File: src/rtl/bank_reg_arbiter.sv
// Serialises single-port bank access between the AHB host and N_REQ internal requesters.
// 3 cycles per transaction (grant, access, done+ack); requesters hold req stable until their one-cycle ack.
module bank_reg_arbiter #(
  parameter int ADDR_W          = 8,
  parameter int DATA_W          = 32,
  parameter int N_REQ           = 3,
  parameter int HOST_MAX_CONSEC = 4
) (
  input  logic                    HCLK,
  input  logic                    HRESETn,
  input  logic                    h_req,
  input  logic                    h_we,
  input  logic [ADDR_W-1:0]       h_addr,
  input  logic [DATA_W-1:0]       h_wdata,
  output logic                    h_ack,
  output logic [DATA_W-1:0]       h_rdata,
  input  logic [N_REQ-1:0]        r_req,
  input  logic [N_REQ-1:0]        r_we,
  input  logic [N_REQ*ADDR_W-1:0] r_addr,
  input  logic [N_REQ*DATA_W-1:0] r_wdata,
  output logic [N_REQ-1:0]        r_ack,
  output logic [DATA_W-1:0]       r_rdata,
  output logic [ADDR_W-1:0]       bank_addr_w,
  output logic [ADDR_W-1:0]       bank_addr_r,
  output logic                    bank_we,
  output logic [DATA_W-1:0]       bank_wdata,
  input  logic [DATA_W-1:0]       bank_rdata,
  output logic [3:0]              gnt_id,
  output logic                    busy
);
  localparam int PW = (N_REQ > 1) ? $clog2(N_REQ) : 1;

  typedef enum logic [1:0] {IDLE, ACCESS, DONE} state_t;
  state_t state, state_nxt;

  logic [3:0]        host_cnt;
  logic [PW-1:0]     rr_ptr, cur_idx, int_idx, cand;
  logic              cur_host, cur_we, int_found, host_win;
  logic              win_we;
  logic [ADDR_W-1:0] win_addr;
  logic [DATA_W-1:0] win_wdata;

  // Host loses priority only once it has used its consecutive-grant budget while internals wait.
  assign host_win = h_req && !((host_cnt == 4'(HOST_MAX_CONSEC)) && (|r_req));

  always_comb begin
    int_found = 1'b0;
    int_idx   = '0;
    cand      = '0;
    for (int k = 1; k <= N_REQ; k++) begin
      cand = PW'((int'(rr_ptr) + k) % N_REQ);
      if (!int_found && r_req[cand]) begin
        int_found = 1'b1;
        int_idx   = cand;
      end
    end
  end

  always_comb begin
    win_we    = h_we;
    win_addr  = h_addr;
    win_wdata = h_wdata;
    if (!host_win) begin
      win_we    = r_we[int_idx];
      win_addr  = ADDR_W'(r_addr >> (int_idx * ADDR_W));
      win_wdata = DATA_W'(r_wdata >> (int_idx * DATA_W));
    end
  end

  always_ff @(posedge HCLK or negedge HRESETn) begin
    if (!HRESETn) state <= IDLE;
    else          state <= state_nxt;
  end

  always_comb begin
    state_nxt = state;
    case (state)
      IDLE:    if (host_win || int_found) state_nxt = ACCESS;
      ACCESS:  state_nxt = DONE;
      DONE:    state_nxt = IDLE;
      default: state_nxt = IDLE;
    endcase
  end

  always_ff @(posedge HCLK or negedge HRESETn) begin
    if (!HRESETn) begin
      host_cnt    <= '0;
      rr_ptr      <= PW'(N_REQ - 1);
      cur_idx     <= '0;
      cur_host    <= 1'b0;
      cur_we      <= 1'b0;
      h_ack       <= 1'b0;
      h_rdata     <= '0;
      r_ack       <= '0;
      r_rdata     <= '0;
      bank_addr_w <= '0;
      bank_addr_r <= '0;
      bank_we     <= 1'b0;
      bank_wdata  <= '0;
      gnt_id      <= '0;
      busy        <= 1'b0;
    end else begin
      h_ack <= 1'b0;
      r_ack <= '0;
      case (state)
        IDLE: if (host_win || int_found) begin
          busy     <= 1'b1;
          cur_host <= host_win;
          cur_idx  <= int_idx;
          cur_we   <= win_we;
          bank_we  <= win_we;
          if (win_we) begin
            bank_addr_w <= win_addr;
            bank_wdata  <= win_wdata;
          end else begin
            bank_addr_r <= win_addr;
          end
          if (host_win) begin
            gnt_id <= 4'd1;
            if (!(|r_req))                              host_cnt <= '0;
            else if (host_cnt != 4'(HOST_MAX_CONSEC))   host_cnt <= host_cnt + 4'd1;
          end else begin
            gnt_id   <= 4'd2 + 4'(int_idx);
            rr_ptr   <= int_idx;
            host_cnt <= '0;
          end
        end
        ACCESS: bank_we <= 1'b0;
        DONE: begin
          busy   <= 1'b0;
          gnt_id <= '0;
          if (cur_host) begin
            h_ack <= 1'b1;
            if (!cur_we) h_rdata <= bank_rdata;
          end else begin
            r_ack <= N_REQ'(1) << cur_idx;
            if (!cur_we) r_rdata <= bank_rdata;
          end
        end
        default: bank_we <= 1'b0;
      endcase
    end
  end
endmodule

File: config.mk
export PLATFORM = sky130hd
export DESIGN_NAME = bank_reg_arbiter
export DESIGN_NICKNAME = d
export VERILOG_FILES = /design/src/rtl/bank_reg_arbiter.sv
export SDC_FILE = /design/constraint.sdc
export NUM_CORES = 1
export LEC_CHECK = 0
export CAP_MARGIN = 15
export CORE_ASPECT_RATIO = 0.9
export CORE_MARGIN = 1
export CORE_UTILIZATION = 35
export CTS_CLUSTER_DIAMETER = 150
export DETAILED_ROUTE_END_ITERATION = 10
export PLACE_DENSITY = 0.69
export SLEW_MARGIN = 20
export SYNTH_ARGS = -nofsm -noshare
export SYNTH_HDL_FRONTEND = slang
export SYNTH_SLANG_ARGS = --single-unit
File: constraint.sdc
create_clock -name HCLK -period 5 [get_ports HCLK]
set_clock_uncertainty 0.05 [all_clocks]
set_input_delay 1.5 -clock HCLK [delete_from_list [all_inputs] [get_ports HCLK]]
set_output_delay 1.5 -clock HCLK [all_outputs]
set_load 0.05 [all_outputs]
==> impl_metrics.tcl, run 1 <==
set metrics [dict create \
    min_from "cur_idx[0]" \
    clk_latency_ns 0.42 \
    cp.required_ns 5.30 \
    start_util 0.360 \
    cp_max_fo 40 \
    ctsHoldBuffers 0 \
    finalCriticalPeriod_ns 4.16 \
    synthesis.nets 766 \
    final_hold_viol_count 0 \
    total_power_uw 8220 \
    dp_hpwl_mm 15.2 \
    syn_area_um2 6380 \
    grt_overflow 0 \
    fmaxAchievable_ghz 0.241 \
    fp.dieH_um 130 \
    setup_tns_ns 0 \
    grt_max_degree 107 \
    cts_resized 0 \
    p_per_area_nw_per_um2 787 \
    core-area_um2 17700 \
    drtIter0Drc 194 \
    max-clock-path-buffers 2 \
    seq_area_frac_synth 0.522 \
    synth_edf_count 0 \
    startpoint_type "primary input" \
    row_count 46 \
    final-max-slew-violation-count 0 \
    hold_path_class "reg2reg" \
    outcome "finished, final reports clean" \
    synth_seq_cells 133 \
    wl_per_cell_um 18.2 \
    die_area_um2 18800 \
    dp_slack_ns 0.440 \
    clk_pin_slew_ns 0.05 \
    r2r-end "bank_addr_r[1]" \
    min_to "r_ack[2]" \
    regToRegStartpoint "rr_ptr[1]" \
    grt_pass1_wl_mm 31.8 \
    detail_route.first_pass.iterations 4 \
    max_slew.worst_pin.slew_ns 1.08 \
    fin_ws_ns 0.843 \
    synthFlopType "dfrtp_1" \
    irDropWorstVdd_mv 0.449 \
    leakagePower_uw 0.00420 \
    mostFrequentLayoutCells "clkdlybuf4s50_1, dfrtp_1, nand2_1" \
    io_buffer_count 322 \
    arrival_ns 4.46 \
    async_flop_share 1.00 \
    die_x_um 144 \
    drv_cap 0 \
    final_common_cell "clkdlybuf4s50_1" \
    finalInstanceArea_um2 10400 \
    clock-sinks 133 \
    r2r_slack_ns 1.43 \
    route.detailed.drc 0 \
    postPlaceCellArea_um2 9850 \
    grt_pass1_vias 5814 \
    synth_cell_types 54 \
    vias 5651 \
    netlist_instances 558 \
    vias_per_cell 5.03 \
    end_kind "flip-flop" \
    cts_tree "done" \
    stdcell_count 1124 \
    gp_congestion 0.881 \
    n_antenna_cell 0 \
    post-cts-setup-buffers 0 \
    area_growth_pct 63.7 \
    cts-root-buf "clkbuf_16" \
    placed_cells 1094 \
    nets 1081 \
    wl_mm 20.5 \
    post-route-period-util 0.831 \
    hold_depth 1 \
    avgSynthCellArea_um2 11.4 \
    crit_type "in2reg" \
    cts_htree_levels 4 \
    layout-drive-gt1-share 0.149 \
    setup_viol 0 \
    drtAntennaViolNets 0 \
    r2r.worst_path.cells 10 \
    max-slew-margin-rel 0.279 \
    cts_buffers 17 \
    yosys_warnings 0 \
    grt_setup_unrepaired "no" \
    pin_count 324 \
    grt.total_usage 0.227 \
    antenna_found_initial 0 \
]
[how the worst max path moves through the flow]
stage / start / endpoint / cells after the start
after floorplan: r_req[1] / bank_addr_w[0] / 8
after global placement: r_req[1] / bank_wdata[24] / 8
after detailed placement: r_req[1] / bank_wdata[24] / 9
after CTS: r_req[1] / bank_wdata[24] / 9
after global routing: r_req[1] / bank_addr_w[3] / 9
final: r_req[1] / bank_addr_r[1] / 9
[flip-flops by register name (all words and copies together) (netlist names), 3 cells and up]
signal and flops:
gnt_id 3, h_rdata 32, bank_wdata 32, host_cnt 4
r_ack 3, bank_addr_r 8, bank_addr_w 8, r_rdata 32
[synthesized netlist by cell type (3+ instances only)]
| master | count | area (um^2) |
|---|---|---|
| buf_2 | 6 | 30.0 |
| and2_1 | 3 | 18.8 |
| nand3_1 | 3 | 15.0 |
| o21ai_0 | 12 | 60.1 |
| a22oi_1 | 3 | 22.5 |
| o21a_1 | 5 | 37.5 |
| nor2b_1 | 4 | 25.0 |
| o21ai_1 | 3 | 15.0 |
| buf_4 | 5 | 37.5 |
| nor2_1 | 9 | 33.8 |
| dfrtp_1 | 132 | 3300 |
| nand3b_1 | 4 | 30.0 |
| nand2_1 | 94 | 353 |
| mux2_2 | 73 | 822 |
| o22ai_1 | 40 | 250 |
| a31oi_1 | 42 | 263 |
| ha_1 | 6 | 75.1 |
| clkbuf_1 | 23 | 86.3 |
| inv_1 | 5 | 18.8 |
| mux2_1 | 40 | 450 |
| nor3_1 | 4 | 20.0 |
[critical path, stage by stage]
cell and delay (ns):
clkdlybuf4s50_1 0.51, mux2i_1 0.31, o21ai_2 0.15, o311ai_0 0.72, o21a_1 0.21, buf_4 0.38, nand2_1 0.10, a31oi_1 0.31
mux2_2 0.21
[through the flow]
stage                     utilization  hold WS, ns
final                           0.589        0.432
after global routing            0.589        0.460
after CTS                       0.589        0.429
after detailed placement        0.556        0.417
after global placement          0.556        0.423
after floorplan                     -        0.398
[cells by family after synthesis]
family	share of synthesized area
adders and majority gates	0.0118
and+or+nand+nor	0.0940
other	0.000588
AOI/OAI and AO/OA	0.137
DFF	0.522
buffers and inverters	0.0300
muxes	0.205
[where the power goes]
group / switching (uW) / internal [uW] / total, uW
clock network: 450 / 802 / 1250
registers: 302 / 1620 / 1920
logic: 3230 / 1820 / 5050
[layer usage]
layer	part of all wire	track usage	vias up
li1	-	-	2680
met1	0.42	0.282	2755
met2	0.50	0.378	184
met3	0.051	0.0587	32
met4	0.025	0.0885	0
met5	0	0	-
[area by class of cell]
cell class	instances	area [um^2]
clock buffer	21	460
clock inverter	9	129
sequential	133	3330
timing repair buffer	332	3300
tap	240	300
multi-input combinational	383	2900
inverter	6	22.5
fill	1557	7290
No activity file was read; power rests on OpenSTA's default activity.
==> inputs of run 2 (changes only) <==
clock period = 4.29 ns   (was 5 ns; I/O delays follow)
==> run 2 against run 1 <==
Net effect:
- critical path type unchanged
- routed wire length up 0.45%
- design area up 1.4%
- global-route usage down 0.27 points
==> impl_metrics.tcl, run 2 (synthesis gave the netlist of run 1 again) <==
set metrics [dict create \
    postPlaceCellArea_um2 9920 \
    drtIter0Drc 262 \
    arrival_ns 3.96 \
    r2r.worst_path.cells 10 \
    route.detailed.drc 0 \
    area_growth_pct 65.9 \
    layout-drive-gt1-share 0.157 \
    dp_slack_ns 0.164 \
    mostFrequentLayoutCells "clkdlybuf4s50_1, dfrtp_1, nand2_1" \
    dp_hpwl_mm 15.3 \
    crit_type "in2reg" \
    fin_ws_ns 0.562 \
    clock-sinks 133 \
    ctsHoldBuffers 0 \
    start_util 0.360 \
    grt_max_degree 84 \
    p_sw_uw 4710 \
    cts_buffers 17 \
    drtAntennaViolNets 0 \
    p_seq_frac 0.228 \
    gp_congestion 0.884 \
    max_slew.worst_pin.slew_ns 1.06 \
    n_antenna_cell 0 \
    fmaxAchievable_ghz 0.268 \
    vias_per_cell 5.02 \
    max-slew-margin-rel 0.291 \
    wl_per_cell_um 18.2 \
    max-clock-path-buffers 2 \
    clk_latency_ns 0.41 \
    min_to "r_ack[1]" \
    outcome "finished, final reports clean" \
    cp_max_fo 32 \
    cp.required_ns 4.53 \
    die_x_um 144 \
    hold_path_class "reg2reg" \
    fp.dieH_um 130 \
    clk_pin_slew_ns 0.06 \
    final_hold_viol_count 0 \
    post-cts-setup-buffers 0 \
    regToRegStartpoint "rr_ptr[1]" \
    largestRegisters "bank_wdata x32, h_rdata x32, r_rdata x32" \
    detail_route.first_pass.iterations 5 \
    post-route-period-util 0.869 \
    cts_htree_levels 4 \
    register_area_um2 3330 \
    cts_tree "done" \
    fin_util 0.597 \
    final-max-slew-violation-count 0 \
    wl_mm 20.6 \
    startpoint_type "primary input" \
    finalInstanceArea_um2 10600 \
    hold_depth 1 \
    cts_resized 0 \
    final_common_cell "clkdlybuf4s50_1" \
    grt_overflow 0 \
    multi_input_area_um2 2900 \
    grt_setup_unrepaired "no" \
    min_from "cur_idx[1]" \
    irDropWorstVdd_mv 0.437 \
    p_int_uw 5140 \
    antenna_found_initial 0 \
    swShare 0.478 \
    pin_count 324 \
    leakagePower_uw 0.00428 \
    die_area_um2 18800 \
    io_buffer_count 322 \
    nets 1086 \
    power_frac_clock 0.165 \
    row_count 46 \
    grt_pass1_vias 5787 \
    core-area_um2 17700 \
    end_kind "flip-flop" \
    fillers 1533 \
    setup_viol 0 \
    comb_power_share 0.607 \
    finalCriticalPeriod_ns 3.73 \
    grt.total_usage 0.224 \
    drv_cap 0 \
    r2r_slack_ns 1.00 \
    cts-root-buf "clkbuf_16" \
    vias 5671 \
    grt_pass1_wl_mm 31.8 \
    setup_tns_ns 0 \
    p_per_area_nw_per_um2 931 \
    r2r-end "bank_wdata[12]" \
]
run 2: cell types whose count changed in the layout (fill, tap and decap cells not counted), sizes merged:
cell / before / now
buf: 11 / 16
bufinv: 3 / 5
clkbuf: 21 / 18
clkinv: 4 / 2
clkinvlp: 2 / 1
inv: 6 / 11
run 2: critical path, stage by stage:
cell and delay, ns:
clkdlybuf4s50_1 0.51, mux2i_1 0.31, o21ai_2 0.16, o31ai_4 0.43, nor2_4 0.05, a221oi_2 0.31, nand2b_4 0.29, buf_12 0.24
mux2_1 0.35
run 2: how the worst max path moves through the flow:
stage / start / endpoint / slack [ns] / cells after the start
after CTS: r_req[1] / bank_wdata[12] / 0.59 / 9
after floorplan: r_req[1] / bank_addr_w[0] / 1.10 / 8
final: r_req[1] / bank_wdata[12] / 0.56 / 9
after global routing: r_req[1] / bank_addr_r[3] / 0.33 / 8
after detailed placement: r_req[1] / bank_addr_r[3] / 0.16 / 8
after global placement: r_req[1] / bank_addr_w[7] / 0.21 / 9
run 2: layout make-up:
type | instances | share of cell area
clock inverter | 13 | 0.0207
sequential | 133 | 0.315
multi-input combinational | 383 | 0.274
inverter | 6 | 0.00213
timing repair buffer | 337 | 0.319
tap | 240 | 0.0284
clock buffer | 18 | 0.0415
run 2: metrics by stage:
stage	power [uW]	instances	hold slack, ns
2_1_floorplan	6180	558	0.398
3_3_place_gp	8220	1099	0.422
3_5_place_dp	8260	1099	0.419
4_1_cts	9940	1130	0.434
5_1_grt	10400	1130	0.461
6_report	9850	1130	0.436
run 2: power groups by stage:
stage | combinational [uW] | sequential (uW) | clock (uW)
after floorplan | 2020 | 4170 | 0
after global placement | 5980 | 2240 | 0
after detailed placement | 6010 | 2250 | 0
after CTS | 6030 | 2250 | 1660
after global routing | 6320 | 2330 | 1720
final | 5980 | 2250 | 1620
run 2: layer usage:
metal | global-route usage | up-vias | part of all wire
li1 | - | 2689 | -
met1 | 0.279 | 2764 | 0.42
met2 | 0.383 | 192 | 0.51
met3 | 0.0576 | 26 | 0.055
met4 | 0.0656 | 0 | 0.018
met5 | 0 | - | 0
